**src/rtl/cc40_frame_sender.sv**
```systemverilog
// CC-40 frame sender: fetches NUM_BYTES command bytes from the commutator on
// each req rising edge, optionally appends an 8-bit sum, and shifts the frame
// out as UART 8N1 (LSB first) on txd.
module cc40_frame_sender #(
  parameter int CLK_DIV   = 694,
  parameter int NUM_BYTES = 4,
  parameter int CHKSUM_EN = 1,
  parameter int SETTLE    = 4,
  parameter int GAP_BITS  = 1
) (
  input  logic       clk,
  input  logic       rst,
  input  logic       req,
  input  logic [7:0] rdData,
  output logic [2:0] numBytes,
  output logic       txd,
  output logic       busy,
  output logic       done,
  output logic       ovr
);

  localparam int TOTAL    = NUM_BYTES + CHKSUM_EN;
  localparam int GAP_CLKS = GAP_BITS * CLK_DIV;
  localparam int CM1      = (CLK_DIV > SETTLE) ? CLK_DIV : SETTLE;
  localparam int CMAX     = (CM1 > GAP_CLKS) ? CM1 : GAP_CLKS;
  localparam int CW       = $clog2(CMAX + 1);
  localparam int IW       = (NUM_BYTES > 1) ? $clog2(NUM_BYTES) : 1;
  localparam int PW       = $clog2(TOTAL + 1);

  localparam logic [CW-1:0] SETTLE_LAST = CW'(SETTLE - 1);
  localparam logic [CW-1:0] BIT_LAST    = CW'(CLK_DIV - 1);
  localparam logic [CW-1:0] GAP_LAST    = CW'((GAP_BITS > 0) ? GAP_CLKS - 1 : 0);

  // The byte-boundary decision (more bytes or finish) is taken in the last
  // clock of STOP/GAP so consecutive bytes stay exactly back-to-back.
  typedef enum logic [3:0] {
    S_IDLE, S_SETTLE, S_ADDR, S_WAIT, S_CAP, S_START, S_DATA, S_STOP, S_GAP
  } state_t;

  state_t                      state, state_nxt;
  logic [2:0]                  sr;
  logic                        req_edge;
  logic [CW-1:0]               cnt;
  logic [IW-1:0]               idx;
  logic [PW-1:0]               ptr;
  logic [2:0]                  bit_idx;
  logic [NUM_BYTES-1:0][7:0]   bytes;
  logic [7:0]                  sum;
  logic [7:0]                  cur_byte;
  logic                        tick, timed, last_idx, more, byte_end;

  assign req_edge = sr[1] & ~sr[2];

  // State register.
  always_ff @(posedge clk) begin
    if (!rst) state <= S_IDLE;
    else      state <= state_nxt;
  end

  // Next state plus timing strobes for the current state.
  always_comb begin
    state_nxt = state;
    tick      = 1'b0;
    timed     = 1'b0;
    last_idx  = (idx == IW'(NUM_BYTES - 1));
    more      = (ptr != PW'(TOTAL - 1));
    cur_byte  = (ptr < PW'(NUM_BYTES)) ? bytes[ptr[IW-1:0]] : sum;
    case (state)
      S_SETTLE:                timed = 1'b1;
      S_START, S_DATA, S_STOP: timed = 1'b1;
      S_GAP:                   timed = 1'b1;
      default:                 timed = 1'b0;
    endcase
    case (state)
      S_SETTLE:                tick = (cnt == SETTLE_LAST);
      S_START, S_DATA, S_STOP: tick = (cnt == BIT_LAST);
      S_GAP:                   tick = (cnt == GAP_LAST);
      default:                 tick = 1'b0;
    endcase
    byte_end = tick && ((state == S_STOP && GAP_BITS == 0) || state == S_GAP);
    case (state)
      S_IDLE:   if (req_edge) state_nxt = S_SETTLE;
      S_SETTLE: if (tick) state_nxt = S_ADDR;
      S_ADDR:   state_nxt = S_WAIT;
      S_WAIT:   state_nxt = S_CAP;
      S_CAP:    state_nxt = last_idx ? S_START : S_ADDR;
      S_START:  if (tick) state_nxt = S_DATA;
      S_DATA:   if (tick && bit_idx == 3'd7) state_nxt = S_STOP;
      S_STOP:   if (tick) state_nxt = (GAP_BITS != 0) ? S_GAP : (more ? S_START : S_IDLE);
      S_GAP:    if (tick) state_nxt = more ? S_START : S_IDLE;
      default:  state_nxt = S_IDLE;
    endcase
  end

  // Datapath: req sync, counters, fetch buffer, checksum and txd.
  always_ff @(posedge clk) begin
    if (!rst) begin
      sr       <= '0;
      cnt      <= '0;
      idx      <= '0;
      ptr      <= '0;
      bit_idx  <= '0;
      bytes    <= '0;
      sum      <= '0;
      numBytes <= '0;
      txd      <= 1'b1;
      busy     <= 1'b0;
      done     <= 1'b0;
      ovr      <= 1'b0;
    end else begin
      sr   <= {sr[1:0], req};
      done <= 1'b0;
      if (req_edge && state != S_IDLE) ovr <= 1'b1;
      if (state_nxt != state || tick || !timed) cnt <= '0;
      else                                      cnt <= cnt + CW'(1);
      case (state)
        S_IDLE: if (req_edge) begin
          busy <= 1'b1;
          sum  <= '0;
          idx  <= '0;
        end
        S_SETTLE: if (tick) idx <= '0;
        S_ADDR:   numBytes <= 3'(idx);
        S_CAP: begin
          bytes[idx] <= rdData;
          sum        <= sum + rdData;
          if (last_idx) begin
            numBytes <= '0;
            ptr      <= '0;
            txd      <= 1'b0;
          end else begin
            idx <= idx + IW'(1);
          end
        end
        S_START: if (tick) begin
          txd     <= cur_byte[0];
          bit_idx <= '0;
        end
        S_DATA: if (tick) begin
          if (bit_idx == 3'd7) begin
            txd <= 1'b1;
          end else begin
            txd     <= cur_byte[bit_idx + 3'd1];
            bit_idx <= bit_idx + 3'd1;
          end
        end
        default: ;
      endcase
      if (byte_end) begin
        if (more) begin
          ptr <= ptr + PW'(1);
          txd <= 1'b0;
        end else begin
          busy <= 1'b0;
          done <= 1'b1;
        end
      end
    end
  end

endmodule

```
**config.mk**
```make
export PLATFORM = sky130hd
export DESIGN_NAME = cc40_frame_sender
export DESIGN_NICKNAME = d
export VERILOG_FILES = /design/src/rtl/cc40_frame_sender.sv
export SDC_FILE = /design/constraint.sdc
export NUM_CORES = 1
export LEC_CHECK = 0
export CAP_MARGIN = 10
export CORE_MARGIN = 2
export CORE_UTILIZATION = 53
export DETAILED_ROUTE_END_ITERATION = 8
export HOLD_SLACK_MARGIN = 0.02
export PLACE_DENSITY = 0.72
export SLEW_MARGIN = 30
export SYNTH_ARGS = -nofsm -noshare
export SYNTH_HDL_FRONTEND = slang
export SYNTH_SLANG_ARGS = --single-unit
export TNS_END_PERCENT = 1
```
**constraint.sdc**
```tcl
create_clock -name clk -period 2.64 [get_ports clk]
set_input_delay 0.264 -clock clk [delete_from_list [all_inputs] [get_ports clk]]
set_output_delay 0.264 -clock clk [all_outputs]
set_load 0.005 [all_outputs]
```
# Yosys cells after proc, flatten, opt, wreduce, memory -nomap -nowiden
# Cells that the tools add are included.
[op_classes]
n_lt_le_gt_ge = 5
n_addsub = 5
n_eq_ne = 21
n_reduce_logical = 21
bitwise = 3
n_mux = 47
[ops]
columns = ["op", "count"]
rows = [
  ["case mux 4 bit (9 select lines)", 1],
  ["bitwise mux 32 bit", 1],
  ["2-to-1 mux 8 bit", 4],
  ["2-to-1 mux 3 bit", 10],
  ["2-to-1 mux 4 bit", 6],
  ["binary-select mux 8 bit (select 2 bit)", 1],
  ["demux 8 bit (select 2 bit)", 1],
  ["== test 4 x 3 -> 1 bit (second input constant)", 4],
  ["case mux 8 bit (2 select lines)", 1],
  ["!= test 2 bit (second input constant)", 7],
  ["2-to-1 mux 1 bit", 13],
  ["case mux 3 bit (2 select lines)", 2],
  ["adder 10 x 1 -> 10 bit (second input constant)", 1],
  ["== test 10 bit (second input constant)", 1],
  ["== test 10 x 2 -> 1 bit (second input constant)", 1],
  ["adder 8 bit", 1],
  ["== test 4 x 2 -> 1 bit (second input constant)", 2],
  ["AND reduction 4 bit", 2],
  ["adder 3 x 1 -> 3 bit (second input constant)", 2],
  ["< comparator 2 x 3 -> 1 bit (second input constant)", 2],
  ["2-to-1 mux 2 bit", 3],
  ["case mux 2 bit (3 select lines)", 1],
  ["AND reduction 2 bit", 3],
  ["nonzero test 2 bit", 3],
  ["24 further kinds", 29],
]
[word_totals]
regBits = 72

# Longest topological paths before layout
# Gate-level depths: netlist of run 1.
[logic_depth]
depth_word = 10
mapped_depth = 8
depth_no_buf = 8

# Worst setup path after synthesis of run 1
# Ideal clock, no wire load.
[synth_path]
path_type = "register to register"
from = "register cnt[4]"
to = "register state[1]"
arrival_time_ps = 1933
required_time_ps = 2560
stages_incl_launch_ff = 7
setup_slack_ps = 627
path_cell_list = "dfxtp_1 or4_4 a2111oi_4 a211o_2 o21ai_4 mux2_4 a211oi_2"
[synth_via]
elab_chain_len = 5
elab_cells_between_ends = 10
cone_classes = "eq/ne: 2; mux: 7; reduce/logical: 1"
[synth_lines]
columns = ["item", "line_no", "rtl"]
rows = [
  ["start, declared", "43", "logic [CW-1:0] cnt;"],
  ["start signal, assigned", "115", "else cnt <= cnt + CW'(1);"],
  ["== test 10 bit or == test 10 x 2 -> 1 bit (tied branches)", "76, 77, 75", ""],
  ["case mux 1 bit (2 select lines) (*)", "74", "case (state)"],
  ["logical AND 1 bit", "88", "S_DATA: if (tick && bit_idx == 3'd7) state_nxt = S_STOP;"],
  ["2-to-1 mux 4 bit", "88", ""],
  ["case mux 4 bit (9 select lines) (*)", "81", "case (state)"],
  ["end signal, assigned", "57", "else state <= state_nxt;"],
  ["end, declared", "40", "state_t state, state_nxt;"],
]
# Mark *: on every way between the ends. The rest lies on a longest branch, timed or not.
# A chain may end at the register's enable or synchronous reset.

# Worst setup path after layout of run 1
[layout_path]
from = "register state[1]"
to = "register cnt[3]"
[layout_via]
elab_chain_len = 10
elab_cells_between_ends = 26
cone_classes = "eq/ne: 9; mux: 9; reduce/logical: 8"
[layout_lines]
columns = ["item", "line_no", "rtl"]
rows = [
  ["== test 4 x 3 -> 1 bit or == test 4 bit (tied branches)", "68, 74, 81", ""],
  ["OR reduction 4 bit (no source line)", "n/a", ""],
  ["case mux 1 bit (2 select lines)", "74", ""],
  ["logical AND 1 bit", "88", ""],
  ["2-to-1 mux 4 bit", "88", ""],
  ["case mux 4 bit (9 select lines)", "81", ""],
  ["!= test 4 bit", "114", "if (state_nxt != state || tick || !timed) cnt <= '0;"],
  ["logical OR 1 bit", "114", ""],
  ["logical OR 1 bit (*)", "114", ""],
  ["OR reduction 2 bit (no source line) (*)", "n/a", ""],
]
# Marks and branches as above.

==> impl_metrics.yaml, run 1 <==
sta:
  finalCritPeriodShare: 0.842
  worst_pin_slew_ns: 0.816
  drv_slew: 0
  post-route-min-period_ns: 2.22
  fin_tns_setup_ns: 0
  max_freq_mhz: 450
  fin_skew_ns: 0.00569
  rsz0062_at_grt: "false"
  hold_viol: 0
  setup_violations: 0
  worst_slack_ns: 0.418
  holdWs_ns: 0.437
  max-slew-margin-rel: 0.454
global_route:
  antenna_found_initial: 0
  grt_pass1_vias: 2972
  overflow: 0
  grtUsageTotal: 0.252
  grt_max_degree: 40
  grt_pass1_wl_um: 14800
critical_path:
  start_kind: "flop"
  path_max_fanout: 12
  crit_arrival_ns: 2.51
  required_ns: 2.92
  crit_type: "reg -> reg"
  crit_path_end_kind: "flop"
drt:
  dr.pass1.iters: 4
  drtIter0Drc: 194
  vias_per_cell: 6.04
  drt-wirelength-per-cell_um: 16.9
  num_vias: 3252
  drt_wl_total_um: 9110
  drc: 0
  drtAntennaViolNets: 0
job:
  maxCapViolCount: 0
power_and_ir_drop:
  power.switching_uw: 476
  leakagePower_uw: 0.00144
  irDropWorstVdd_mv: 0.324
  seqPwrFrac: 0.503
  p_comb_frac: 0.041
  sw_frac_of_total: 0.222
  p_clk_frac: 0.456
  power.internal_uw: 1660
  p_per_area_nw_per_um2: 512
yosys:
  syn_inst: 439
  synthDistinctLibCells: 53
  yosys_register_bits: 71
  yosysWarnings: 0
  avgSynthCellArea_um2: 8.42
  synth_edf_count: 0
  ys_seq_area_frac: 0.384
  async_flop_share: 0
  yosys.area.top_type: "dfxtp_1"
  synth_area_leaders: "dfxtp_1 (38%), a21oi_1 (6.9%), nand2_1 (6.5%)"
  syn_nets: 467
  synth_flop_cell: "dfxtp_1"
  netlist_area_um2: 3700
  synth_top_area_share: 0.384
cts:
  insertion_delay_ns: 0.35
  hold_buffers: 0
  postCtsSetupBuffers: 0
  clockBufferDepth: 2
  clkTransAtPathRegs_ns: 0.08
  htreeDepth: 3
  numCtsBuffers: 9
  ctsResizeCount: 0
  cts_tree: "done"
  cts.sinks: 71
  root_buffer: "clkbuf_8"
cells_and_area:
  fill_cells: 570
  multi_input_area_um2: 2140
  nets: 482
  syn2layout_area_growth_pct: 13.0
  antenna_cells: 0
  fin_area_um2: 4180
  seq_area_um2: 1420
  drive_gt1_frac: 0.105
outcome:
  status: "finished clean"
floorplan:
  rows: 30
  die_y_um: 87.5
  initial_core_util: 0.547
  core_um2: 6760
  ios: 18
  die_w_um: 87.5
  design.die.area_um2: 7660
placement:
  place_worst_setup_slack_ns: 0.0712
  dp_hpwl_um: 6300
  dpl_cell_area_um2: 3960
  io_buffers: 16
  gp_congestion: 0.873
worst_hold_path:
  hold_path.class: "reg -> reg"
-- layout make-up --
| cell class | instances | share of cell area |
|---|---|---|
| multi-input combinational | 332 | 0.512 |
| sequential | 71 | 0.340 |
| timing repair buffer | 29 | 0.0617 |
| clock buffer | 10 | 0.0329 |
| tap | 80 | 0.0240 |
| clock inverter | 5 | 0.0195 |
| inverter | 11 | 0.00988 |
-- cell usage in the layout (no fill, tap or decap), types with 10 or more instances in the layout --
| cell | instances |
|---|---|
| ha_1 | 16 |
| clkbuf_8 | 10 |
| buf_4 | 13 |
| mux2i_1 | 13 |
| a21oi_1 | 51 |
| clkdlybuf4s50_1 | 16 |
| nand2_1 | 64 |
| nand3_1 | 36 |
| nand2b_1 | 11 |
| inv_1 | 10 |
| nor2_1 | 41 |
| dfxtp_1 | 71 |
-- cells in the mapped netlist (2+ instances only) --
cell and count:
nor3_1 6, o31ai_1 3, inv_1 10, a21o_1 3
mux2_2 2, nand2_1 64, nor4_1 3, a21oi_1 51
o211ai_1 3, mux4_2 7, a211oi_2 2, a211o_1 2
ha_1 16, dfxtp_1 71, nand3_1 36, and3_1 5
nand2b_1 11, and2_1 5, or3_1 2, xnor2_1 7
xor2_1 6, o21ai_0 6, nand4_1 6, mux2i_1 13
a211oi_1 2, nor2_1 42, a22oi_1 7, clkbuf_1 23
-- registers in the layout (all words and copies together), names as in the netlist --
signal and flops:
bytes 32, cnt 10, sum 8, state 4
bit_idx 3, ptr 3, sr 3, idx 2
numBytes 2, busy 1, done 1, ovr 1
txd 1
-- logic make-up (layout without fill, tap and decap cells) --
group	Yosys count	after routing	synth area share
AOI/OAI and AO/OA	92	92	0.163
DFF	71	71	0.384
xor gates and xnor gates	13	13	0.0308
and+or+nand+nor	186	186	0.235
buffers and inverters	36	55	0.0379
other	1	1	0.00101
adders and majority gates	17	17	0.0596
muxes	23	23	0.0880
-- worst paths after layout --
path,from,endpoint,slack (ns),depth (start not counted)
setup reg to reg,state[1],cnt[3],0.42,6
hold / removal,sr[0],sr[1],0.44,1
setup / recovery,state[1],cnt[3],0.42,6
hold reg to reg,sr[0],sr[1],0.44,1
-- stage by stage --
stage,std cells,power (uW),util
2_1_floorplan,439,1150,-
3_3_place_gp,523,1190,0.586
3_5_place_dp,523,1190,0.586
4_1_cts,538,2150,0.618
5_1_grt,538,2190,0.618
6_report,538,2140,0.618
-- power groups by stage --
stage | Sequential [uW] | Combinational (uW) | Clock [uW]
6_report | 1080 | 87.9 | 975
5_1_grt | 1080 | 96.7 | 1010
4_1_cts | 1080 | 86.7 | 984
3_5_place_dp | 1100 | 86.4 | 0
3_3_place_gp | 1100 | 85.9 | 0
2_1_floorplan | 1100 | 46.1 | 0
-- routing by layer --
| metal | wire length (um) | vias to the layer above | GRT usage |
|---|---|---|---|
| met1 | 3970 | 1543 | 0.342 |
| met4 | 268 | 0 | 0.124 |
| met3 | 587 | 24 | 0.0417 |
| met5 | 0 | - | 0 |
| li1 | - | 1567 | - |
| met2 | 4290 | 118 | 0.389 |
-- critical path, cell delays in order, from the launching register on --
cell and delay [ns]:
dfxtp_1 0.58, or2_1 0.28, nor4_1 0.09, a211o_2 0.36, o21ai_4 0.26, o211ai_1 0.38, nor2_1 0.20
Power figures use the tool's default switching activity.
==> inputs of run 2 (changes only) <==
--- a/config.mk
+++ b/config.mk
@@ -10,7 +10,7 @@
 export CORE_UTILIZATION = 53
 export DETAILED_ROUTE_END_ITERATION = 8
 export HOLD_SLACK_MARGIN = 0.02
-export PLACE_DENSITY = 0.72
+export PLACE_DENSITY = 0.74
 export SLEW_MARGIN = 30
 export SYNTH_ARGS = -nofsm -noshare
 export SYNTH_HDL_FRONTEND = slang
==> constraint.sdc (replaced) <==
create_clock -name clk -period 1.8 [get_ports clk]
set_input_delay 0.18 -clock clk [delete_from_list [all_inputs] [get_ports clk]]
set_output_delay 0.18 -clock clk [all_outputs]
set_load 0.005 [all_outputs]
==> run 2 against run 1 <==
Effect of this change:
- the run now ends with negative setup slack left
- critical endpoint is now idx[1]
- worst setup slack got worse by 0.58 ns
- sequential share of layout area shrank 4.5 points
- fmax increased by 13%
==> impl_metrics.yaml, run 2 (synthesis results as in run 1) <==
sta:
  worst_slack_ns: -0.159
  setup_violations: 18
  post-route-min-period_ns: 1.96
  fin_skew_ns: 0.00869
  finalCritPeriodShare: 1.09
  rsz0062_at_grt: "true"
  hold_viol: 0
  max_freq_mhz: 510
  drv_slew: 0
  holdWs_ns: 0.398
drt:
  drt_wl_total_um: 9580
  vias_per_cell: 5.80
  drtAntennaViolNets: 0
  num_vias: 3518
  drc: 0
  drtIter0Drc: 252
  drt-wirelength-per-cell_um: 15.8
  dr.pass1.iters: 5
critical_path:
  r2r_cells: 6
  crit_buf_inv: 0
  r2r_end: "idx[1]"
  crit_arrival_ns: 2.23
  rrSetupSlack_ns: -0.16
  cp_common_cell: "nand4_1"
  crit-reg2reg-launch: "cnt[9]"
  start_kind: "flop"
  crit_chain: "or4_4 -> a2111oi_4 -> nand4_1 -> a211oi_4 -> nand4_1 -> o31ai_1"
  cp-startpoint: "cnt[9]"
  slowest_delay_ns: 0.56
  required_ns: 2.07
  path_max_fanout: 4
  crit_path_end_kind: "flop"
  crit_type: "reg -> reg"
  crit_family: "simple AND/OR/NAND/NOR gates"
  cp_slowest_cell: "or4_4"
cts:
  insertion_delay_ns: 0.35
  clockBufferDepth: 2
  htreeDepth: 3
  numCtsBuffers: 9
  root_buffer: "clkbuf_8"
  cts_tree: "done"
  hold_buffers: 0
  cts.sinks: 71
  clkTransAtPathRegs_ns: 0.08
outcome:
  failed_checks: "negative setup slack"
  status: "complete, but fails checks"
placement:
  placedCellCount: 590
  dpl_cell_area_um2: 4510
  io_buffers: 16
  gp_congestion: 0.910
  dp_hpwl_um: 7060
global_route:
  overflow: 0
  antenna_found_initial: 0
  grtUsageTotal: 0.272
  grt_max_degree: 21
  grt_pass1_vias: 3385
  grt_pass1_wl_um: 16100
cells_and_area:
  top_register: "bytes"
  fin_area_um2: 4840
  largest_register_ffs: 32
  syn2layout_area_growth_pct: 30.9
  reg_top3: "bytes x32, cnt x10, sum x8"
  nets: 550
  drive_gt1_frac: 0.268
  post-route-util: 0.716
  final_cell_mix: "buf_4 (76), dfxtp_1 (64), nand2_1 (63)"
  finalNonFillerCells: 607
  final_common_cell: "buf_4"
  antenna_cells: 0
floorplan:
  ios: 18
  die_w_um: 87.5
  initial_core_util: 0.547
  rows: 30
  design.die.area_um2: 7660
  core_um2: 6760
  die_y_um: 87.5
power_and_ir_drop:
  irDropWorstVdd_mv: 0.685
  leakagePower_uw: 0.00181
  sw_frac_of_total: 0.241
  p_comb_frac: 0.060
  power.internal_uw: 2310
  seqPwrFrac: 0.518
  p_clk_frac: 0.422
  p_per_area_nw_per_um2: 630
  power.switching_uw: 735
worst_hold_path:
  hold_path.class: "in -> reg"
  holdPathEnd: "sr[0]"
  holdPathStages: 2
  hp-start: "req"
job:
  maxCapViolCount: 0
-- run 2: through the flow --
step	setup TNS [ns]	total power, uW	worst slack [ns]
after floorplan	-0.610	1680	-0.0799
after global placement	-2.46	1780	-0.490
after detailed placement	-3.09	1780	-0.574
after CTS	-1.20	3060	-0.144
after global routing	-3.34	3140	-0.260
final	-1.19	3050	-0.159
-- run 2: worst reg2reg max path, delay by kind of cell, from the launching register on --
| kind | cells | cell delay (ns) |
|---|---|---|
| flip-flops | 1 | 0.32 |
| AO/OA/AOI/OAI | 3 | 0.65 |
| AND/OR/NAND/NOR | 3 | 0.91 |
-- run 2: how the worst max path moves through the flow --
| stage | cells after the start | end |
|---|---|---|
| 2_1_floorplan | 6 | state[1] |
| 3_3_place_gp | 9 | sum[6] |
| 3_5_place_dp | 9 | sum[7] |
| 4_1_cts | 6 | idx[1] |
| 5_1_grt | 6 | idx[1] |
| 6_report | 6 | idx[1] |
-- run 2: power by group through the flow --
stage | clock network [uW] | registers (uW) | logic [uW]
after floorplan | 0 | 1620 | 67.8
after global placement | 0 | 1610 | 166
after detailed placement | 0 | 1620 | 168
after CTS | 1300 | 1580 | 176
after global routing | 1360 | 1580 | 198
final | 1290 | 1580 | 183
-- run 2: metal layers --
| metal | GRT usage | share of wire | vias up |
|---|---|---|---|
| met1 | 0.361 | 0.43 | 1658 |
| met5 | 0 | 0 | - |
| met2 | 0.438 | 0.47 | 119 |
| met3 | 0.0569 | 0.072 | 25 |
| met4 | 0.102 | 0.023 | 0 |
| li1 | - | - | 1716 |
-- run 2: timing repair --
action                     CTS  global route
pin swaps                   11             1
setup buffers                1             0
resized for setup           18            12
hold endpoints to repair     0             0
setup endpoints to repair   26            32
-- run 2: layout make-up --
cell class	count	area, um^2
Multi-Input combinational cell	332	2260
Fill cell	519	1920
Sequential cell	71	1430
Timing Repair Buffer	97	811
Clock buffer	10	128
Tap cell	80	100
Clock inverter	6	70.1
Inverter	11	41.3
==> inputs of run 3 (changes only) <==
--- a/config.mk
+++ b/config.mk
@@ -5,11 +5,13 @@
 export SDC_FILE = /design/constraint.sdc
 export NUM_CORES = 1
 export LEC_CHECK = 0
+export ABC_CLOCK_PERIOD_IN_PS = 1800
 export CAP_MARGIN = 10
 export CORE_MARGIN = 2
 export CORE_UTILIZATION = 53
 export DETAILED_ROUTE_END_ITERATION = 8
 export HOLD_SLACK_MARGIN = 0.02
+export MAX_ROUTING_LAYER = met4
 export PLACE_DENSITY = 0.74
 export SLEW_MARGIN = 30
 export SYNTH_ARGS = -nofsm -noshare
==> run 3 against run 2 <==
Effect of this change:
- the run still ends with negative setup slack left
- worst hold slack lost 0.0046 ns
- sequential share of layout area is the same
- clock-buffer cell count is the same
- sequential power is essentially flat
- via count grew 0.63%
- sequential cell count is the same
- largest power group unchanged
- highest routed layer unchanged
==> impl_metrics.yaml, run 3 (synthesis results as in run 1) <==
outcome:
  status: "complete, but fails checks"
  failed_checks: "negative setup slack"
floorplan:
  initial_core_util: 0.547
  die_y_um: 87.5
  die_w_um: 87.5
  design.die.area_um2: 7660
  core_um2: 6760
  ios: 18
  rows: 30
critical_path:
  cp_common_cell: "nand4_1"
  cp_slowest_cell: "or4_4"
  slowest_delay_ns: 0.56
  crit_arrival_ns: 2.25
  crit_type: "reg -> reg"
  crit_family: "simple AND/OR/NAND/NOR gates"
  crit_path_end_kind: "flop"
  path_max_fanout: 4
  required_ns: 2.07
  crit_chain: "or4_4 -> a2111oi_4 -> nand4_1 -> a211oi_4 -> nand4_1 -> o31ai_1"
  crit_buf_inv: 0
  start_kind: "flop"
worst_hold_path:
  hold_path.class: "in -> reg"
drt:
  num_vias: 3540
  drtIter0Drc: 256
  drtAntennaViolNets: 0
  drc: 0
  dr.pass1.iters: 6
  vias_per_cell: 5.83
  drt_wl_total_um: 9620
  drt-wirelength-per-cell_um: 15.8
sta:
  finalCritPeriodShare: 1.10
  rsz0062_at_grt: "true"
  hold_viol: 0
  post-route-min-period_ns: 1.98
  max_freq_mhz: 505
  setup_violations: 18
  fin_skew_ns: 0.00873
  drv_slew: 0
  worst_slack_ns: -0.178
placement:
  gp_congestion: 0.926
  io_buffers: 16
  dp_hpwl_um: 7060
  placedCellCount: 590
power_and_ir_drop:
  irDropWorstVdd_mv: 0.687
  p_per_area_nw_per_um2: 631
  leakagePower_uw: 0.00181
  power_uw: 3050
cells_and_area:
  nets: 550
  final_common_cell: "buf_4"
  reg_top3: "bytes x32, cnt x10, sum x8"
  finalNonFillerCells: 607
  drive_gt1_frac: 0.268
  final_cell_mix: "buf_4 (76), dfxtp_1 (64), nand2_1 (63)"
  syn2layout_area_growth_pct: 30.9
  largest_register_ffs: 32
  antenna_cells: 0
  top_register: "bytes"
  fill_cells: 519
cts:
  clockBufferDepth: 2
  insertion_delay_ns: 0.36
  numCtsBuffers: 9
  cts_tree: "done"
  clkTransAtPathRegs_ns: 0.08
  root_buffer: "clkbuf_8"
  htreeDepth: 3
  hold_buffers: 0
  cts.sinks: 71
global_route:
  grt_pass1_wl_um: 16100
  grt_max_degree: 21
  grt_pass1_vias: 3385
  grtUsageTotal: 0.281
  overflow: 0
  antenna_found_initial: 0
job:
  maxCapViolCount: 0
run 3: report_power, final:
| group | internal, uW | switching [uW] | leakage (uW) | total (uW) |
|---|---|---|---|---|
| clock network | 650 | 643 | 0.000101 | 1290 |
| logic | 87.9 | 95.3 | 0.00114 | 183 |
| registers | 1570 | 3.11 | 0.000576 | 1580 |
| total | 2310 | 741 | 0.00181 | 3050 |
run 3: area by class of cell:
class                      count  area, um^2  area share
multi-input combinational    332        2260       0.467
inverter                      11        41.3     0.00853
tap                           80         100      0.0207
clock buffer                  10         128      0.0264
sequential                    71        1430       0.296
timing repair buffer          97         811       0.168
clock inverter                 6        70.1      0.0145
run 3: worst paths after layout:
path	startpoint	to	slack, ns	cells past startpoint
setup / recovery	cnt[9]	idx[1]	-0.18	6
setup reg to reg	cnt[9]	idx[1]	-0.18	6
hold / removal	req	sr[0]	0.39	2
hold reg to reg	sr[0]	sr[1]	0.45	1
run 3: repair_timing:
item,in CTS,in global routing
setup endpoints to repair,26,33
setup buffers,1,0
resized for setup,18,12
pin swaps,11,1
run 3: metrics by stage:
| stage | TNS, ns | utilization | instance area [um^2] | worst slack (ns) | hold WS (ns) |
|---|---|---|---|---|---|
| global route | -3.35 | 0.716 | 4840 | -0.260 | 0.411 |
| floorplan | -0.610 | - | 3700 | -0.0799 | 0.307 |
| detailed placement | -3.09 | 0.667 | 4510 | -0.574 | 0.436 |
| global placement | -2.46 | 0.667 | 4510 | -0.490 | 0.414 |
| finish | -1.22 | 0.716 | 4840 | -0.178 | 0.393 |
| CTS | -1.20 | 0.710 | 4790 | -0.144 | 0.388 |
run 3: worst register-to-register path: cells and delay by family (launching register included):
kind	cells	cell delay (ns)
AOI/OAI and AO/OA	3	0.65
DFF	1	0.32
and+or+nand+nor	3	0.92
run 3: metal layers:
metal,GRT usage,part of all wire,up-vias
met3,0.0682,0.063,25
met5,-,0,-
met2,0.438,0.47,133
met1,0.361,0.45,1660
li1,-,-,1722
met4,0.0895,0.019,0
==> RTL edit, RTL diff (config.mk and constraints of run 2) <==
Make the reset (`rst`) asynchronous in 2 clocked blocks.
--- a/src/rtl/cc40_frame_sender.sv
+++ b/src/rtl/cc40_frame_sender.sv
@@ -54,3 +54,3 @@
   // State register.
-  always_ff @(posedge clk) begin
+  always_ff @(posedge clk or negedge rst) begin
     if (!rst) state <= S_IDLE;
@@ -95,3 +95,3 @@
   // Datapath: req sync, counters, fetch buffer, checksum and txd.
-  always_ff @(posedge clk) begin
+  always_ff @(posedge clk or negedge rst) begin
     if (!rst) begin
Function: differs if rst is asserted again (counterexample within 4 cycles, from zero or initial values and one cycle with rst low); with rst held inactive, the same outputs for 10 cycles.
==> RTL edit against run 2 <==
- die area is 4.2% higher
- worst setup slack got worse by 80 ps
- the flow still finishes with violations (setup timing)
- count of clock-buffer cells in the layout did not move
- design area is 1.4% higher
- wire length is 12% lower
- sequential cell count stayed put
- synthesized area rose by 4.4%
Power is not compared: it rests on default switching activity, and its combinational part moved more than twofold at a synthesized area within 25%.
==> RTL edit: results (changes against run 2) <==
- Status: finished with violations
- Failing checks: setup timing
- Iteration-0 DRC Markers: 107 (-58%)
- Detailed-route via count: 2936 (-17%)
- Met3 Resource Use GR: 0.0406 (-0.0162)
- Final setup vio count: 12 (-6)
- Routability cong.: 0.845 (-7.2%)
- Place WS: -516 ps (+58.1 ps)
- Hold Path Stages: 1 (-1)
- Clock skew: 10.6 ps (+1.94 ps)
- Worst endpoint data arrival time: 2320 ps (+90 ps)
- Post-DP Area: 0.00460 sq mm (+2.1%)
- Vias in the first global route: 2853 (-16%)
- Sequential cell area fraction in the yosys report: 0.461 (+0.0762)
- Global-route wire length before repair: 13700 um (-15%)
- Reg-to-reg endpoint: txd
- Post-Layout Cell Count: 524 (-14%)
- Top cells by count, synth: 70 x dfrtp_1, 35 x mux2_2, 30 x nand2_1
- Largest net degree at the start of global routing: 55 (+160%)
- Post-DP HPWL: 6060 um (-14%)
- WHS: 265 ps (-132 ps)
- GRT Total Usage: 0.230 (-0.0416)
- Layout Nets: 449 (-18%)
- Xor and xnor area share after synthesis: 0.0318 (+0.000971)
- R2r startpoint: ptr[0]
- Final WS setup: -240 ps (-80.4 ps)
- Detailed Routing Iterations Pass 1: 4 (-1)
- Post-synth top flop: dfrtp_1
- Syn Nets: 371 (-21%)
- Adder-Cell Fraction of Synth Area: 0.0571 (-0.00251)
-- RTL edit: cell count changes after synthesis, moves of 7 or more --
| cell | before | now |
|---|---|---|
| dfxtp_1 | 71 | 0 |
| dfrtp_1 | 0 | 70 |
| a21oi_1 | 51 | 5 |
| nand2_1 | 64 | 30 |
| mux2_2 | 2 | 35 |
| nand3_1 | 36 | 14 |
| nor2_1 | 42 | 25 |
| clkbuf_1 | 23 | 7 |
| a22oi_1 | 7 | 0 |
| o21ai_0 | 6 | 13 |
-- RTL edit: cell type report --
type                    instances  area (sq um)
clock inverters                 5          58.8
multi-input cells             247          2060
clock buffers                  10           138
well taps                      99           124
fillers                       541          2230
flip-flops and latches         71          1780
repair buffers                 80           708
inverters                      12          45.0
-- RTL edit: worst max-delay path, stage by stage (launching register included) --
cell	delay (ps)
dfrtp_2	470
mux4_2	530
mux2_4	270
a22o_1	230
a211o_1	260
a31oi_1	140
o21ai_1	70
-- RTL edit: what timing repair did --
action                                 CTS  global route
hold buffers                             1             0
pin swaps                                6             0
setup endpoints to repair               24            58
endpoints found under the hold margin   17             0
resized for setup                       15            11
-- RTL edit: how the worst max path moves through the flow --
stage | startpoint | end | slack, ps | cells past startpoint
6_report | ptr[0] | txd | -240 | 6
5_1_grt | ptr[0] | txd | -310 | 6
4_1_cts | ptr[0] | txd | -250 | 6
3_5_place_dp | rdData[0] | sum[6] | -520 | 9
3_3_place_gp | rdData[0] | sum[6] | -470 | 9
2_1_floorplan | ptr[0] | txd | -170 | 7
-- RTL edit: routing by layer --
layer  vias to the layer above  share of wire
met3                        19          0.029
met1                      1468           0.44
li1                       1395              -
met5                         -              0
met2                        54           0.50
met4                         0          0.028
